`config.mk`:
```
export PLATFORM = sky130hd
export DESIGN_NAME = stream_max_argmax
export DESIGN_NICKNAME = d
export VERILOG_FILES = /design/src/rtl/stream_max_argmax.sv
export SDC_FILE = /design/constraint.sdc
export NUM_CORES = 1
export LEC_CHECK = 0
export ABC_AREA = 1
export BUFFER_PORTS_ARGS = -buffer_cell sky130_fd_sc_hd__buf_2
export CAP_MARGIN = 5
export CELL_PAD_IN_SITES_DETAIL_PLACEMENT = 1
export CELL_PAD_IN_SITES_GLOBAL_PLACEMENT = 2
export CORE_ASPECT_RATIO = 1.4
export CORE_MARGIN = 1
export CORE_UTILIZATION = 39
export DETAILED_ROUTE_END_ITERATION = 8
export HOLD_SLACK_MARGIN = 0.03
export PLACE_DENSITY_LB_ADDON = 0.1
export SKIP_CTS_REPAIR_TIMING = 1
export SYNTH_ARGS = -nofsm -noshare
export SYNTH_HDL_FRONTEND = slang
export SYNTH_SLANG_ARGS = --single-unit
```
`constraint.sdc`:
```
create_clock -name clk -period 4.7 [get_ports clk]
set_input_delay 0.235 -clock clk [delete_from_list [all_inputs] [get_ports clk]]
set_output_delay 0.235 -clock clk [all_outputs]
set_load 0.05 [all_outputs]
```
`src/rtl/stream_max_argmax.sv`:
```
// stream_max_argmax: frame-wide streaming max/min with global {beat, lane} index
module stream_max_argmax #(
  parameter int WIDTH  = 8,
  parameter int SIZE   = 2,
  parameter int BEAT_W = 4,
  parameter bit SIGNED = 1'b0
)(
  input  logic                           clk,
  input  logic                           rst_n,
  input  logic [(2**SIZE)*WIDTH-1:0]     in_data,
  input  logic                           in_valid,
  output logic                           in_ready,
  input  logic                           in_last,
  input  logic                           in_mode,
  output logic                           out_valid,
  input  logic                           out_ready,
  output logic [WIDTH-1:0]               out_data,
  output logic [BEAT_W+SIZE-1:0]         out_index,
  output logic                           out_overflow
);
  localparam int LANES = 2**SIZE;
  localparam int IW    = BEAT_W + SIZE;
  localparam int NODES = 2*LANES - 1;
  localparam logic [BEAT_W-1:0] BEAT_MAX = '1;

  // Tree nodes are stored level by level: level 0 is the input stage, the root is NODES-1.
  logic [WIDTH-1:0]  r_tv [NODES];
  logic [IW-1:0]     r_ti [NODES];
  logic [SIZE:0]     r_lv, r_ll, r_lm, r_lo;
  logic              r_first, r_mode, r_sat;
  logic [BEAT_W-1:0] r_beat_cnt;
  logic              r_acc_first, r_bo;
  logic [WIDTH-1:0]  r_bv;
  logic [IW-1:0]     r_bi;
  logic              r_out_valid, r_out_ovf;
  logic [WIDTH-1:0]  r_out_data;
  logic [IW-1:0]     r_out_index;
  logic              w_en, w_acc, w_eff_mode, w_pick, w_done, w_bo;
  logic [WIDTH-1:0]  w_bv;
  logic [IW-1:0]     w_bi;

  function automatic logic pick_b(input logic [WIDTH-1:0] a, input logic [WIDTH-1:0] b,
                                  input logic mode);
    logic gt, lt;
    gt = SIGNED ? ($signed(b) > $signed(a)) : (b > a);
    lt = SIGNED ? ($signed(b) < $signed(a)) : (b < a);
    return mode ? lt : gt;
  endfunction

  function automatic int off(input int l);
    return 2*LANES - ((2*LANES) >> l);
  endfunction

  assign w_en       = !(r_out_valid && !out_ready);
  assign w_acc      = in_valid && w_en;
  assign w_eff_mode = r_first ? in_mode : r_mode;
  assign w_pick     = r_acc_first || pick_b(r_bv, r_tv[NODES-1], r_lm[SIZE]);
  assign w_bv       = w_pick ? r_tv[NODES-1] : r_bv;
  assign w_bi       = w_pick ? r_ti[NODES-1] : r_bi;
  assign w_bo       = r_lo[SIZE] | (!r_acc_first & r_bo);
  assign w_done     = r_lv[SIZE] && r_ll[SIZE];

  always_ff @(posedge clk or negedge rst_n)
    if (!rst_n) begin
      r_first     <= 1'b1;
      r_mode      <= 1'b0;
      r_sat       <= 1'b0;
      r_beat_cnt  <= '0;
      r_lv        <= '0;
      r_ll        <= '0;
      r_lm        <= '0;
      r_lo        <= '0;
      for (int n = 0; n < NODES; n++) begin
        r_tv[n] <= '0;
        r_ti[n] <= '0;
      end
      r_acc_first <= 1'b1;
      r_bv        <= '0;
      r_bi        <= '0;
      r_bo        <= 1'b0;
      r_out_valid <= 1'b0;
      r_out_data  <= '0;
      r_out_index <= '0;
      r_out_ovf   <= 1'b0;
    end else if (w_en) begin
      if (w_acc) begin
        r_first    <= in_last;
        r_mode     <= w_eff_mode;
        r_beat_cnt <= in_last ? '0 : (r_beat_cnt == BEAT_MAX) ? r_beat_cnt : r_beat_cnt + 1'b1;
        r_sat      <= in_last ? 1'b0 : (r_sat | (r_beat_cnt == BEAT_MAX));
      end
      r_lv[0] <= w_acc;
      r_ll[0] <= in_last;
      r_lm[0] <= w_eff_mode;
      r_lo[0] <= r_sat;
      for (int k = 0; k < LANES; k++) begin
        r_tv[k] <= in_data[WIDTH*k +: WIDTH];
        r_ti[k] <= {r_beat_cnt, SIZE'(k)};
      end
      for (int l = 0; l < SIZE; l++) begin
        r_lv[l+1] <= r_lv[l];
        r_ll[l+1] <= r_ll[l];
        r_lm[l+1] <= r_lm[l];
        r_lo[l+1] <= r_lo[l];
        for (int k = 0; k < (LANES >> (l+1)); k++) begin
          r_tv[off(l+1)+k] <= pick_b(r_tv[off(l)+2*k], r_tv[off(l)+2*k+1], r_lm[l]) ?
                              r_tv[off(l)+2*k+1] : r_tv[off(l)+2*k];
          r_ti[off(l+1)+k] <= pick_b(r_tv[off(l)+2*k], r_tv[off(l)+2*k+1], r_lm[l]) ?
                              r_ti[off(l)+2*k+1] : r_ti[off(l)+2*k];
        end
      end
      if (r_lv[SIZE]) begin
        r_acc_first <= r_ll[SIZE];
        r_bv        <= w_bv;
        r_bi        <= w_bi;
        r_bo        <= w_bo;
      end
      r_out_valid <= w_done;
      if (w_done) begin
        r_out_data  <= w_bv;
        r_out_index <= w_bi;
        r_out_ovf   <= w_bo;
      end
    end

  assign in_ready     = w_en;
  assign out_valid    = r_out_valid;
  assign out_data     = r_out_data;
  assign out_index    = r_out_index;
  assign out_overflow = r_out_ovf;
endmodule

```
==> run_results.csv, run 1 <==
group,metric,value,unit
run_status,status,"finished with violations",
run_status,violations,"design-rule violations",
logic_synthesis,yosys-top-cells-area,"dfrtp_1 48%, nand2_1 14%, nand3_1 6.8%",
placed_design,dpl.hpwl,11200,um
placed_design,dpl_cell_area,6950,um^2
floorplan,die_w,112,um
logic_synthesis,synth_area,6560,um^2
worst_setup_path,worstPathRequired,5000,ps
logic_synthesis,yosysSeqAreaShare,0.492,
timing,finClkSkew,9.26,ps
floorplan,die-area,17400,um^2
timing,worst_pin_slew,771,ps
worst_setup_path,start_kind,"register",
clock_network,clockRootBuffer,"clkbuf_16",
clock_network,clockBufferDepth,2,
grt,grt_pass1_wl,27900,um
clock_network,cts-htree-levels,4,
placed_design,gp_congestion,0.765,
floorplan,fp.dieH,155,um
logic_synthesis,syn_area_per_cell,8.28,um^2
clock_network,clock_latency,420,ps
logic_synthesis,yosys_warnings,0,
clock_network,path_clk_slew,60,ps
routing,ant_nets,0,
logic_synthesis,ys_types,38,
logic_synthesis,synth_top_area_cell,"dfrtp_1",
routing,drt_iter0_drc,177,
timing,setup_ws,2340,ps
placed_design,dp_slack,2320,ps
finish,drive_gt1_frac,0.149,
routing,dr_total_vias,5164,
logic_synthesis,synth_top_area_share,0.484,
timing,slew-limit-headroom,0.486,
run,max-cap-violations,0,
timing,rsz0062_at_grt,"false",
timing,setup_violations,0,
finish,fillers,1973,
timing,finalMaxSlewViolations,0,
timing,finalHoldViolations,0,
hold_path,min_path_type,"in -> reg",
finish,final_common_cell,"nand2_1",
logic_synthesis,ys_ff_latch,129,
routing,post_drt_wl_per_cell,14.9,um
timing,period_minus_slack,2360,ps
power,p_per_area,786,nW/um^2
routing,drt_wl_total,15700,um
power,total_power,6.00,mW
clock_network,cts_tree,"yes",
worst_setup_path,arrival,2660,ps
finish,synthToLayoutAreaGrowth,16.4,%
finish,mostFrequentLayoutCells,"249 x nand2_1, 127 x dfrtp_1, 110 x inv_1, 89 x nand3_1, 57 x o21ai_0",
grt,grt_usage,0.202,
clock_network,cts.sinks,129,
routing,drc,4,
floorplan,io_pins,55,
power,power_leakage,4.13,nW
grt,grt_max_degree,105,
worst_setup_path,crit_type,"reg -> reg",
timing,setup-tns-final,0,ps
floorplan,num_rows,55,
finish,post-route-cell-area,7640,um^2
placed_design,port_buffers,54,
finish,antennaDiodeCount,0,
timing,period_share,0.503,
timing,fmax,0.423,GHz
logic_synthesis,postSynthCellCount,792,
floorplan,core_area,16300,um^2
worst_setup_path,endpoint_kind,"register",
grt,grt_pass1_vias,5807,
grt,grt_overflow,0,
worst_setup_path,cp_max_fo,104,
clock_network,numCtsBuffers,17,
grt,antenna_found_initial,0,
routing,vias_per_cell,4.89,
floorplan,start_util,0.402,
power,peakVddDrop,241,uV
routing,drt_pass1_iterations,8,
finish,nNetsFinal,916,
logic_synthesis,synthesis.nets,863,
[metal layers]
layer / part of all wire / GRT usage / up-vias / routed length [um]
li1: - / - / 2617 / -
met1: 0.43 / 0.229 / 2478 / 6810
met2: 0.53 / 0.377 / 53 / 8380
met3: 0.021 / 0.0409 / 16 / 323
met4: 0.014 / 0.0644 / 0 / 214
met5: 0 / 0 / - / 0
[synth_stat cells, drive strengths merged]
library cell  number
dfrtp            127
clkbuf            12
dfstp              2
a21o               1
buf               15
a31oi              2
o22ai              2
clkinv             1
nor3               3
o21ai             62
o21a               3
dlymetal6s2s       2
nand3             94
a21oi             14
or2                1
o21bai             1
ha                33
nor2              18
inv              114
nand2            268
o31ai              1
nand4             16
[metrics by stage]
stage / hold slack [ps] / utilization / std cells
6_report: 17.5 / 0.468 / 1057
2_1_floorplan: -60.6 / - / 792
3_3_place_gp: 362 / 0.426 / 1020
3_5_place_dp: 382 / 0.426 / 1020
4_1_cts: -79.2 / 0.465 / 1052
5_1_grt: 30.1 / 0.468 / 1057
[kinds of logic after synthesis]
logic type	count (synthesis)	share of synthesized area
simple gates	400	0.282
buf+inv	144	0.0936
fa+ha+maj	33	0.0629
flops	129	0.492
compound gates	86	0.0687
[critical path, stage by stage, from the launching register on]
cell      delay (ps)
dfrtp_1          340
inv_1             60
nor2_4            70
buf_4            430
clkinv_2         410
buf_12           320
nand2_2          170
nor2_4            70
inv_2             90
nor2_1            40
nor2_1           120
nor3_1            60
[report_power, final]
group	total (mW)	leakage [nW]	internal [mW]	switching (mW)
Combinational	2.78	2.25	0.864	1.91
Sequential	1.80	1.57	1.55	0.243
Clock	1.43	0.311	0.909	0.522
Total	6.00	4.13	3.33	2.68
[worst paths after layout]
path	startpoint	endpoint	slack, ps	depth (start not counted)
worst max-delay path	out_valid	r_beat_cnt[3]	2340	11
worst min-delay path	in_data[5]	r_tv[53]	20	3
worst max register to register	out_valid	r_beat_cnt[3]	2340	11
worst min register to register	out_data[6]	out_data[6]	470	2
max in group asynchronous	rst_n	r_first	3250	3
min in group asynchronous	rst_n	r_bv[1]	450	2
[flip-flops by register name, indices dropped and copies added (netlist names)]
name,flops
r_bi,6
r_acc_first,1
r_first,1
r_bo,1
r_sat,1
out_data,8
r_mode,1
out_index,6
r_beat_cnt,4
r_bv,8
r_lv,3
out_valid,1
r_lo,3
r_tv,56
r_ll,3
r_ti,22
out_overflow,1
r_lm,3
[cell type report]
| class | instances | area, um^2 | area share |
|---|---|---|---|
| clock inverter | 14 | 203 | 0.0265 |
| inverter | 115 | 435 | 0.0570 |
| sequential | 129 | 3230 | 0.423 |
| tap | 199 | 249 | 0.0326 |
| timing repair buffer | 63 | 365 | 0.0478 |
| clock buffer | 18 | 439 | 0.0575 |
| multi-input combinational | 519 | 2720 | 0.356 |
Note: power is estimated with default switching activity, not from simulation.
==> run 2: changes to the inputs <==
CORE_UTILIZATION = 33   (was 39)
clock period = 2.1 ns   (was 4.7 ns; I/O delays follow)
==> run 2 against run 1 <==
  * The run now ends clean
  * Largest power group unchanged
  * Power increased by 120%
  * Critical path type unchanged
  * Cell area is 5.9% higher
  * Register-to-register slack lost 2100 ps
==> run_results.csv, run 2 (same netlist as run 1, synthesis figures left out) <==
group,metric,value,unit
clock_network,clockBufferDepth,2,
finish,antennaDiodeCount,0,
floorplan,core_area,19400,um^2
routing,ant_nets,0,
clock_network,numCtsBuffers,17,
timing,setup_violations,0,
finish,regMostFlops,"r_tv",
routing,drt_wl_total,16000,um
timing,slew-limit-headroom,0.654,
timing,rsz0062_at_grt,"false",
worst_setup_path,cp_max_fo,8,
timing,setup-tns-final,0,ps
finish,register_area,3230,um^2
worst_setup_path,start_kind,"register",
routing,drc,0,
floorplan,io_pins,55,
floorplan,die-area,20500,um^2
clock_network,cts_tree,"yes",
worst_setup_path,worstPathCellList,"ha_1 > nand2_1 > inv_1 > nand2_1 > nand2_1 > nand2_1 > nand3_2 > nand3_4 > buf_6 > nand2_4 > nand3_1 > nand2_1",
floorplan,start_util,0.339,
floorplan,fp.dieH,169,um
floorplan,die_w,121,um
power,peakVddDrop,600,uV
grt,grt_max_degree,56,
grt,grt_pass1_wl,27900,um
worst_setup_path,crit_type,"reg -> reg",
grt,grt_overflow,0,
clock_network,path_clk_slew,60,ps
finish,largest_reg_flops,56,
worst_setup_path,endpoint_kind,"register",
worst_setup_path,arrival,2180,ps
grt,antenna_found_initial,0,
timing,setup_ws,225,ps
timing,period_share,0.893,
worst_setup_path,worstPathRequired,2400,ps
finish,drive_gt1_frac,0.153,
finish,multi_input_area,2730,um^2
finish,synthToLayoutAreaGrowth,23.3,%
grt,grt_usage,0.172,
clock_network,cts-htree-levels,4,
timing,worst_pin_slew,519,ps
clock_network,clockRootBuffer,"clkbuf_16",
routing,drt_pass1_iterations,4,
timing,finalHoldViolations,0,
placed_design,gp_congestion,0.785,
timing,finClkSkew,9.39,ps
timing,period_minus_slack,1870,ps
worst_setup_path,reg2reg_slack,230,ps
routing,drt_iter0_drc,159,
finish,final_common_cell,"nand2_1",
placed_design,dp_slack,108,ps
worst_setup_path,slowest_delay,410,ps
run,max-cap-violations,0,
floorplan,num_rows,60,
power,power_leakage,4.31,nW
timing,finalMaxSlewViolations,0,
grt,grt_pass1_vias,5870,
finish,fillers,2340,
placed_design,port_buffers,54,
finish,nNetsFinal,962,
clock_network,cts.sinks,129,
finish,mostFrequentLayoutCells,"249 x nand2_1, 127 x dfrtp_1, 110 x inv_1, 89 x nand3_1, 57 x o21ai_0",
run_status,status,"finished clean",
routing,post_drt_wl_per_cell,13.9,um
worst_setup_path,crit_slowest_cell,"dfrtp_1",
hold_path,min_path_type,"in -> reg",
clock_network,clock_latency,420,ps
routing,vias_per_cell,4.71,
power,p_per_area,1660,nW/um^2
routing,dr_total_vias,5427,
finish,largestRegisters,"r_tv: 56 flops, r_ti: 22 flops",
worst_setup_path,cpMostUsedCell,"nand2_1",
placed_design,dpl.hpwl,11600,um
timing,fmax,0.533,GHz
==> run 2: worst max-delay path: cells and delay by family (launching register included) <==
family	cells	cell delay (ps)
flip-flops	1	410
AND/OR/NAND/NOR	9	770
buffers and inverters	2	250
adder cells (fa/ha/maj)	1	320
==> run 2: final cells by class <==
type | instances | share of cell area
clock buffer | 27 | 0.0622
multi-input combinational | 519 | 0.337
clock inverter | 5 | 0.00680
tap | 248 | 0.0383
timing repair buffer | 109 | 0.102
sequential | 129 | 0.399
inverter | 115 | 0.0538
==> run 2: path summary, 6_finish.rpt <==
path | end | start | cells past startpoint
min in group asynchronous | out_data[0] | rst_n | 2
hold reg to reg | r_ti[19] | r_ti[19] | 1
max in group asynchronous | r_first | rst_n | 3
setup / recovery | r_bv[3] | r_tv[3] | 12
hold / removal | r_mode | in_mode | 5
setup reg to reg | r_bv[3] | r_tv[3] | 12
==> run 2: where the power goes <==
group	internal, mW	switching, mW
sequential	3.48	0.524
combinational	2.23	4.39
clock	1.75	1.04
total	7.46	5.95
==> run 2: per-layer routing <==
metal / global-route usage / share of wire / vias up
li1: - / - / 2723
met1: 0.197 / 0.43 / 2616
met2: 0.312 / 0.53 / 68
met3: 0.0317 / 0.020 / 20
met4: 0.0666 / 0.018 / 0
met5: 0 / 0 / -
==> run 2: metrics by stage <==
step	hold slack [ps]	instances	instance area (um^2)	power (mW)	utilization
6_report	69.1	1152	8090	13.4	0.418
5_1_grt	147	1152	8090	14.8	0.418
4_1_cts	-336	1117	7720	13.6	0.399
3_5_place_dp	118	1085	7160	10.7	0.370
3_3_place_gp	110	1085	7160	10.4	0.370
2_1_floorplan	-191	792	6560	8.96	-
==> run 3: changes to the inputs <==
REMOVE_ABC_BUFFERS = 1   (was not set)
==> run 3 against run 2 <==
  * Sequential share of layout area decreased by 0.52 points
  * Critical endpoint is now in_ready
  * Count of clock-buffer cells in the layout is 5 lower
  * Hold slack worse by 28 ps
==> run_results.csv, run 3 (same netlist as run 1, synthesis figures left out) <==
group,metric,value,unit
worst_setup_path,start_kind,"register",
timing,finClkSkew,11.4,ps
grt,grt_usage,0.174,
timing,worst_pin_slew,521,ps
timing,rsz0062_at_grt,"false",
worst_setup_path,arrival,1870,ps
floorplan,start_util,0.339,
grt,grt_overflow,0,
routing,drt_pass1_iterations,4,
placed_design,port_buffers,54,
power,power_leakage,4.36,nW
worst_setup_path,crit_type,"reg -> out",
worst_setup_path,startpoint,"out_valid",
finish,largest_reg_flops,56,
floorplan,io_pins,55,
timing,whs,41.1,ps
routing,dr_total_vias,5451,
finish,drive_gt1_frac,0.159,
placed_design,gp_congestion,0.793,
timing,period_minus_slack,1980,ps
power,p_per_area,1710,nW/um^2
power,total_power,14.0,mW
worst_setup_path,crit_slowest_cell,"nor2_4",
clock_network,cts_tree,"yes",
placed_design,dpl.hpwl,11500,um
timing,fmax,0.506,GHz
worst_setup_path,worstPathRequired,2000,ps
finish,antennaDiodeCount,0,
run_status,status,"finished clean",
floorplan,fp.dieH,169,um
clock_network,cts.sinks,129,
worst_setup_path,crit_family,"buffers and inverters",
floorplan,die_w,121,um
clock_network,path_clk_slew,60,ps
clock_network,cts-htree-levels,4,
grt,grt_max_degree,55,
finish,register_area,3230,um^2
clock_network,clock_latency,420,ps
grt,grt_pass1_vias,5851,
finish,final_common_cell,"nand2_1",
worst_setup_path,worstPathCellList,"inv_1 > nor2_4 > clkinv_2 > buf_12 > buf_2",
hold_path,worstHoldStart,"in_mode",
routing,drc,0,
worst_setup_path,cp_max_fo,47,
finish,regMostFlops,"r_tv",
clock_network,numCtsBuffers,17,
floorplan,num_rows,60,
timing,slew-limit-headroom,0.652,
worst_setup_path,slowest_delay,410,ps
finish,nNetsFinal,964,
grt,grt_pass1_wl,28400,um
routing,drt_wl_total,16200,um
finish,fillers,2326,
routing,drt_iter0_drc,240,
routing,ant_nets,0,
grt,antenna_found_initial,0,
finish,multi_input_area,2730,um^2
clock_network,clockRootBuffer,"clkbuf_16",
timing,finalHoldViolations,0,
timing,setup_violations,0,
clock_network,clockBufferDepth,2,
timing,period_share,0.942,
routing,vias_per_cell,4.72,
run,max-cap-violations,0,
hold_path,min_path_type,"in -> reg",
routing,post_drt_wl_per_cell,14.0,um
floorplan,core_area,19400,um^2
worst_setup_path,endpoint_kind,"primary output",
finish,largestRegisters,"r_tv: 56 flops, r_ti: 22 flops",
finish,synthToLayoutAreaGrowth,25.0,%
worst_setup_path,critical_path_buf_inv_count,4,
power,peakVddDrop,646,uV
floorplan,die-area,20500,um^2
finish,mostFrequentLayoutCells,"249 x nand2_1, 127 x dfrtp_1, 110 x inv_1, 89 x nand3_1, 57 x o21ai_0",
worst_setup_path,crit-reg2reg-launch,"r_tv[3]",
timing,finalMaxSlewViolations,0,
## run 3: changes by cell type in the layout (fill, tap and decap cells not counted), sizes merged
cell and delta:
bufinv +4, clkbuf -5, clkinvlp -1, buf +2
clkinv +2
## run 3: layout make-up
| type | count | area share |
|---|---|---|
| clock buffer | 22 | 0.0578 |
| clock inverter | 10 | 0.0221 |
| inverter | 115 | 0.0531 |
| multi-input combinational | 519 | 0.332 |
| sequential | 129 | 0.394 |
| tap | 248 | 0.0378 |
| timing repair buffer | 111 | 0.103 |
## run 3: routing by layer
metal | wire length, um | vias to the layer above | track usage | part of all wire
met5 | 0 | - | 0 | 0
met4 | 204 | 0 | 0.0569 | 0.013
met3 | 321 | 16 | 0.0361 | 0.020
met2 | 8510 | 58 | 0.315 | 0.53
met1 | 7160 | 2656 | 0.203 | 0.44
li1 | - | 2721 | - | -
## run 3: final timing paths
path / to / slack [ps] / cells past startpoint
max in group asynchronous: r_tv[51] / 1290 / 3
setup / recovery: in_ready / 120 / 5
hold / removal: r_lm[0] / 40 / 5
setup reg to reg: out_data[5] / 200 / 12
min in group asynchronous: out_data[3] / 160 / 2
hold reg to reg: out_index[0] / 470 / 2
## run 3: power breakdown
group	internal (mW)	leakage, nW	switching (mW)
registers	3.48	1.57	0.519
logic	2.30	2.48	4.42
clock network	2.20	0.320	1.09
## run 3: metrics by stage
step / utilization / setup WS [ps] / TNS (ps) / instance area [um^2] / std cells
after CTS: 0.403 / 64.9 / 0 / 7810 / 1116
after detailed placement: 0.370 / 154 / 0 / 7160 / 1084
after global placement: 0.370 / 209 / 0 / 7160 / 1084
final: 0.423 / 122 / 0 / 8200 / 1154
after global routing: 0.423 / 0.718 / 0 / 8200 / 1154
after floorplan: - / -844 / -51320 / 6380 / 763
## run 3: worst register-to-register path: stages, from the launching register on
cell and delay, ps:
dfrtp_1 400, ha_1 320, nand2_1 110, inv_1 50
nand2_1 60, nand2_1 50, nand2_1 100, nand2_2 80
nand2_4 80, buf_4 220, nand4_1 140, nand3_1 130
nand2_1 60
